File: config.mk
export PLATFORM = sky130hd
export DESIGN_NAME = proc_control_unit_flat
export DESIGN_NICKNAME = d
export VERILOG_FILES = /design/src/rtl/proc_control_unit_if.sv /design/src/rtl/proc_control_unit.sv /design/src/flat_wrapper.sv
export SDC_FILE = /design/constraint.sdc
export NUM_CORES = 1
export LEC_CHECK = 0
export BUFFER_PORTS_ARGS = -buffer_cell sky130_fd_sc_hd__buf_2
export CORE_ASPECT_RATIO = 1.1
export CORE_MARGIN = 10
export CORE_UTILIZATION = 42
export CTS_BUF_LIST = sky130_fd_sc_hd__clkbuf_8
export CTS_CLUSTER_DIAMETER = 60
export DETAILED_ROUTE_END_ITERATION = 8
export HOLD_SLACK_MARGIN = 0.1
export PLACE_DENSITY = 0.69
export SETUP_SLACK_MARGIN = 0.3
export SLEW_MARGIN = 20
export SYNTH_ARGS = -nofsm -noshare
export SYNTH_HDL_FRONTEND = slang
export SYNTH_SLANG_ARGS = --single-unit
File: constraint.sdc
create_clock -name clk -period 2.15 [get_ports clk]
set_clock_uncertainty 0.2 [all_clocks]
set_input_delay 0.43 -clock clk [delete_from_list [all_inputs] [get_ports clk]]
set_output_delay 0.43 -clock clk [all_outputs]
set_load 0.01 [all_outputs]
File: src/rtl/proc_control_unit_if.sv
// Control-unit to datapath bundle: instruction fetch data in,
// PC / data-memory / register-file / ALU controls out.
interface proc_control_unit_if;
    logic [15:0] ir_in;
    logic        pc_clr;
    logic        pc_up;
    logic        ir_ld;
    logic [7:0]  d_addr;
    logic        d_wr;
    logic        rf_s;
    logic [3:0]  rf_w_addr;
    logic        rf_w_wr;
    logic [3:0]  rf_ra_addr;
    logic [3:0]  rf_rb_addr;
    logic [2:0]  alu_s;
    logic        halted;
    logic [3:0]  state_out;

    modport master (
        input  ir_in,
        output pc_clr, pc_up, ir_ld,
        output d_addr, d_wr, rf_s,
        output rf_w_addr, rf_w_wr,
        output rf_ra_addr, rf_rb_addr,
        output alu_s, halted, state_out
    );

    modport slave (
        output ir_in,
        input  pc_clr, pc_up, ir_ld,
        input  d_addr, d_wr, rf_s,
        input  rf_w_addr, rf_w_wr,
        input  rf_ra_addr, rf_rb_addr,
        input  alu_s, halted, state_out
    );
endinterface

File: src/rtl/proc_control_unit.sv
// Multi-cycle fetch/decode/execute control FSM with instruction
// register; Moore strobes plus combinational IR field decode.
module proc_control_unit #(
    parameter int         IW      = 16,
    parameter logic [2:0] ALU_ADD = 3'd1,
    parameter logic [2:0] ALU_SUB = 3'd2
) (
    input  logic                clk,
    input  logic                reset_n,
    proc_control_unit_if.master bus
);

    typedef enum logic [3:0] {
        S_INIT   = 4'd0,
        S_FETCH  = 4'd1,
        S_DECODE = 4'd2,
        S_NOOP   = 4'd3,
        S_LOAD_A = 4'd4,
        S_LOAD_B = 4'd5,
        S_STORE  = 4'd6,
        S_ADD    = 4'd7,
        S_SUB    = 4'd8,
        S_HALT   = 4'd9
    } state_t;

    localparam logic [3:0] OP_NOOP  = 4'h0;
    localparam logic [3:0] OP_STORE = 4'h1;
    localparam logic [3:0] OP_LOAD  = 4'h2;
    localparam logic [3:0] OP_ADD   = 4'h3;
    localparam logic [3:0] OP_SUB   = 4'h4;
    localparam logic [3:0] OP_HALT  = 4'h5;

    state_t        state;
    state_t        state_nx;
    logic [IW-1:0] ir;
    logic [3:0]    op;
    logic          ld;

    assign op = ir[IW-1:IW-4];

    // State and instruction register; reset clears both at once
    always_ff @(posedge clk or negedge reset_n) begin
        if (!reset_n) begin
            state <= S_INIT;
            ir    <= '0;
        end else begin
            state <= state_nx;
            if (ld) begin
                ir <= bus.ir_in;
            end
        end
    end

    // Next-state selection and Moore strobes for the current state
    always_comb begin
        state_nx   = S_INIT;
        ld         = 1'b0;
        bus.pc_clr = 1'b0;
        bus.pc_up  = 1'b0;
        bus.d_wr   = 1'b0;
        bus.rf_s   = 1'b0;
        bus.rf_w_wr = 1'b0;
        bus.alu_s  = 3'd0;
        bus.halted = 1'b0;
        unique case (state)
            S_INIT: begin
                bus.pc_clr = 1'b1;
                state_nx   = S_FETCH;
            end
            S_FETCH: begin
                ld        = 1'b1;
                bus.pc_up = 1'b1;
                state_nx  = S_DECODE;
            end
            S_DECODE: begin
                case (op)
                    OP_STORE: state_nx = S_STORE;
                    OP_LOAD:  state_nx = S_LOAD_A;
                    OP_ADD:   state_nx = S_ADD;
                    OP_SUB:   state_nx = S_SUB;
                    OP_HALT:  state_nx = S_HALT;
                    default:  state_nx = S_NOOP;
                endcase
            end
            S_NOOP: begin
                state_nx = S_FETCH;
            end
            S_LOAD_A: begin
                bus.rf_s = 1'b1;
                state_nx = S_LOAD_B;
            end
            S_LOAD_B: begin
                bus.rf_s    = 1'b1;
                bus.rf_w_wr = 1'b1;
                state_nx    = S_FETCH;
            end
            S_STORE: begin
                bus.d_wr = 1'b1;
                state_nx = S_FETCH;
            end
            S_ADD: begin
                bus.alu_s   = ALU_ADD;
                bus.rf_w_wr = 1'b1;
                state_nx    = S_FETCH;
            end
            S_SUB: begin
                bus.alu_s   = ALU_SUB;
                bus.rf_w_wr = 1'b1;
                state_nx    = S_FETCH;
            end
            S_HALT: begin
                bus.halted = 1'b1;
                state_nx   = S_HALT;
            end
            default: begin
                state_nx = S_INIT;
            end
        endcase
    end

    // Operand/address fields straight from IR, stable through execute
    always_comb begin
        bus.d_addr     = 8'h00;
        bus.rf_w_addr  = 4'h0;
        bus.rf_ra_addr = 4'h0;
        bus.rf_rb_addr = 4'h0;
        case (op)
            OP_LOAD: begin
                bus.d_addr    = ir[11:4];
                bus.rf_w_addr = ir[3:0];
            end
            OP_STORE: begin
                bus.d_addr     = ir[7:0];
                bus.rf_ra_addr = ir[11:8];
            end
            OP_ADD, OP_SUB: begin
                bus.rf_ra_addr = ir[11:8];
                bus.rf_rb_addr = ir[7:4];
                bus.rf_w_addr  = ir[3:0];
            end
            default: begin
                bus.d_addr = 8'h00;
            end
        endcase
    end

    assign bus.ir_ld     = ld;
    assign bus.state_out = state;

endmodule
File: src/flat_wrapper.sv
// flat-port wrapper written by rule: the top's interface ports become plain ports
module proc_control_unit_flat 
#(
    parameter int         IW      = 16,
    parameter logic [2:0] ALU_ADD = 3'd1,
    parameter logic [2:0] ALU_SUB = 3'd2
)
  (clk, reset_n, bus_ir_in, bus_pc_clr, bus_pc_up, bus_ir_ld, bus_d_addr, bus_d_wr, bus_rf_s, bus_rf_w_addr, bus_rf_w_wr, bus_rf_ra_addr, bus_rf_rb_addr, bus_alu_s, bus_halted, bus_state_out);
  proc_control_unit_if bus_i ();
  input  logic clk;
  input  logic reset_n;
  input wire logic [$bits(bus_i.ir_in)-1:0] bus_ir_in;
  output wire logic [$bits(bus_i.pc_clr)-1:0] bus_pc_clr;
  output wire logic [$bits(bus_i.pc_up)-1:0] bus_pc_up;
  output wire logic [$bits(bus_i.ir_ld)-1:0] bus_ir_ld;
  output wire logic [$bits(bus_i.d_addr)-1:0] bus_d_addr;
  output wire logic [$bits(bus_i.d_wr)-1:0] bus_d_wr;
  output wire logic [$bits(bus_i.rf_s)-1:0] bus_rf_s;
  output wire logic [$bits(bus_i.rf_w_addr)-1:0] bus_rf_w_addr;
  output wire logic [$bits(bus_i.rf_w_wr)-1:0] bus_rf_w_wr;
  output wire logic [$bits(bus_i.rf_ra_addr)-1:0] bus_rf_ra_addr;
  output wire logic [$bits(bus_i.rf_rb_addr)-1:0] bus_rf_rb_addr;
  output wire logic [$bits(bus_i.alu_s)-1:0] bus_alu_s;
  output wire logic [$bits(bus_i.halted)-1:0] bus_halted;
  output wire logic [$bits(bus_i.state_out)-1:0] bus_state_out;
  assign bus_i.ir_in = bus_ir_in;
  assign bus_pc_clr = bus_i.pc_clr;
  assign bus_pc_up = bus_i.pc_up;
  assign bus_ir_ld = bus_i.ir_ld;
  assign bus_d_addr = bus_i.d_addr;
  assign bus_d_wr = bus_i.d_wr;
  assign bus_rf_s = bus_i.rf_s;
  assign bus_rf_w_addr = bus_i.rf_w_addr;
  assign bus_rf_w_wr = bus_i.rf_w_wr;
  assign bus_rf_ra_addr = bus_i.rf_ra_addr;
  assign bus_rf_rb_addr = bus_i.rf_rb_addr;
  assign bus_alu_s = bus_i.alu_s;
  assign bus_halted = bus_i.halted;
  assign bus_state_out = bus_i.state_out;
  proc_control_unit #(.IW(IW), .ALU_ADD(ALU_ADD), .ALU_SUB(ALU_SUB)) u_core (.clk(clk), .reset_n(reset_n), .bus(bus_i));
endmodule
==> run summary <==
Psw: 1.20 mW
XOR/XNOR Fraction of Synth Area: 0.692%
Initial Utilization: 44.7%
#FFs+latches synth: 20
largest family of logic cells by synthesized area: simple AND/OR/NAND/NOR gates
Congestion Overflow GR: 0
minimum clock period: 2.17 ns
Total GRT Usage: 12.7%
Post-Synth Simple-Gate Area: 23.1%
vias in the first global route: 1256
clk buf depth: 2
Via Count: 1117
status: finished, violations left
Startpoint Class: flop
Logic pwr share: 64.0%
sequential share of power: 24.4%
Die X: 72.3 um
largest net degree at the start of global routing: 21
cts bufs inserted: 3
CTS tree: yes
share of cells above drive strength 1: 67.7%
PnR worst setup slack: -0.0223 ns
Seq/Total Area, Yosys: 39.6%
Final Instance Count excl. Fillers: 219
hold wc startpoint: bus_ir_in[2]
clock share of power: 11.6%
most frequent cells in the layout: buf_2, buf_6, buf_4
Die Area: 5610 sq um
Skew-Pair Late Insertion Delay: 0.25 ns
switch share: 37.8%
routability cong.: 0.820
Ant. Diodes: 0
clk root buf: clkbuf_8
Crit. End Element: output pin
master of the slowest instance on the critical path: or3b_4
Power Dens Cells: 1630 nW/um^2
Mean Syn Cell Area: 10.5 sq um
drt via density: 5.10
dpl ws: 0.150 ns
WL per Instance: 16.7 um
crit path cell chain: or3b_4, a21oi_4, and2_4, buf_6
peak supply drop: 0.920 mV
GR Layer Usage met1: 13.3%
Hold/Removal Path Class: input pin to flop
total power: 3.18 mW
count of pins over their slew limit: 0
DP HPWL: 2550 um
worst r2r src: u_core.bus.state_out[0]
H-tree depth: 1
max-cap viol count: 0
CTS Sinks: 20
Bufs and invs on worst path: 1
Largest stage delay, worst path: 0.44 ns
Nets: 205
IO Count: 52
drt first pass iters: 4
Area Growth Syn to Fin: 53.9%
Fin Setup TNS: -0.185 ns
final worst-path cycle share: 101%
core area: 2830 sq um
Placed Cells: 196
commonest non-fill, non-tap cell in the layout: buf_2
mux cell area share after synthesis: 16.6%
worst hold slack: 0.202 ns
clk slew on worst S/H paths: 0.07 ns
CP Launch Point: u_core.ir[13]
unrepaired setup endpoints after global routing: true
Lkg Pwr: 0.934 nW
worst-path maximum fanout: 4
cells after synthesis: 121
Req. time, crit path: 1.52 ns
failing checks: setup timing
adder-cell share of the synthesized area: 0%
Placed Instance Area: 1520 sq um
post-route ant nets: 0
first-pass GRT wire length: 5870 um
synthesized area: 1260 sq um
Hold Fails Final Rpt: 0
Mapped Nets: 139
maximum clock frequency: 460 MHz
met2 Use GR: 22.6%
Unique masters post-synth: 36
initial antenna violation count: 0
fin area: 1950 sq um
Remaining DRCs: 0
Compound-Gate Fraction of Synth Area: 12.0%
FP Rows: 20
WS Path Type: flop to output pin
port bufs: 50
GRT Max-Usage Layer: met2
crit-path leading delay family: simple AND/OR/NAND/NOR gates
Die Y: 77.6 um
Final setup viols: 12
final core utilization: 68.8%
P_int: 1.98 mW
yosys synthesis warning count: 0
CP Data Arrival Time: 1.54 ns
met3 Usage GRT: 5.22%
drt initial violations: 34
WL final: 3650 um
## power by group through the flow
stage	Clock (mW)	Combinational [mW]	Sequential, mW
3_5_place_dp	0	1.47	0.791
3_3_place_gp	0	1.44	0.784
2_1_floorplan	0	1.21	0.684
4_1_cts	0.377	1.86	0.767
5_1_grt	0.397	2.20	0.813
6_report	0.368	2.04	0.777
## worst paths after layout
| kind | to | slack, ns | depth (start not counted) |
|---|---|---|---|
| hold reg to reg | u_core.ir[10] | 0.35 | 1 |
| min in group asynchronous | u_core.bus.state_out[0] | 0.46 | 2 |
| hold / removal | u_core.ir[2] | 0.20 | 2 |
| max in group asynchronous | u_core.bus.state_out[2] | 0.95 | 2 |
| setup / recovery | bus_rf_rb_addr[3] | -0.02 | 4 |
| setup reg to reg | u_core.bus.state_out[3] | 0.36 | 5 |
## flip-flops by register name, indices dropped and copies added (netlist names)
register,count
u_core.ir,16
u_core.bus.state_out,4
## cell type report
class / instances / area, sq um
fill: 223 / 881
inverter: 1 / 3.75
timing repair buffer: 75 / 529
sequential: 20 / 505
clock buffer: 3 / 41.3
multi-input combinational: 86 / 796
clock inverter: 1 / 30.0
tap: 33 / 41.3
## logic make-up after synthesis
group	Yosys count
flip-flops	20
multiplexers	16
XOR/XNOR	1
buffers and inverters	15
AO/OA/AOI/OAI	21
AND/OR/NAND/NOR	47
other	1
## layer usage
metal	wire [um]	up-vias
met1	1440	534
li1	-	543
met4	16	0
met5	0	-
met3	293	2
met2	1900	38
## cells in the mapped netlist (all sizes together)
master,n,area [sq um]
and3b,1,8.76
inv,1,3.75
nand2,1,3.75
a22oi,8,60.1
nor2b,5,31.3
a221oi,1,8.76
or2,1,6.26
nand3b,1,7.51
a21o,1,8.76
o21ai,5,25.0
or3b,1,11.3
and3,1,7.51
o2111ai,1,8.76
o22ai,1,6.26
a21oi,3,26.3
clkbuf,4,15.0
xor2,1,8.76
nor2,12,45.0
nor4,1,6.26
a211oi,1,7.51
nand2b,6,45.0
nor4b,1,8.76
conb,1,3.75
or4b,1,10.0
and2,12,75.1
buf,10,78.8
nor3,3,26.3
mux2,16,210
dfrtp,20,500
## what timing repair did
action / 4_1_cts / 5_1_grt
hold buffers: 1 / 0
setup buffers: 14 / 4
pin swaps: 4 / 8
endpoints found under the setup margin: 29 / 30
hold endpoints to repair: 20 / 0
resized for setup: 27 / 19
Note: power is estimated with default switching activity, not from simulation.
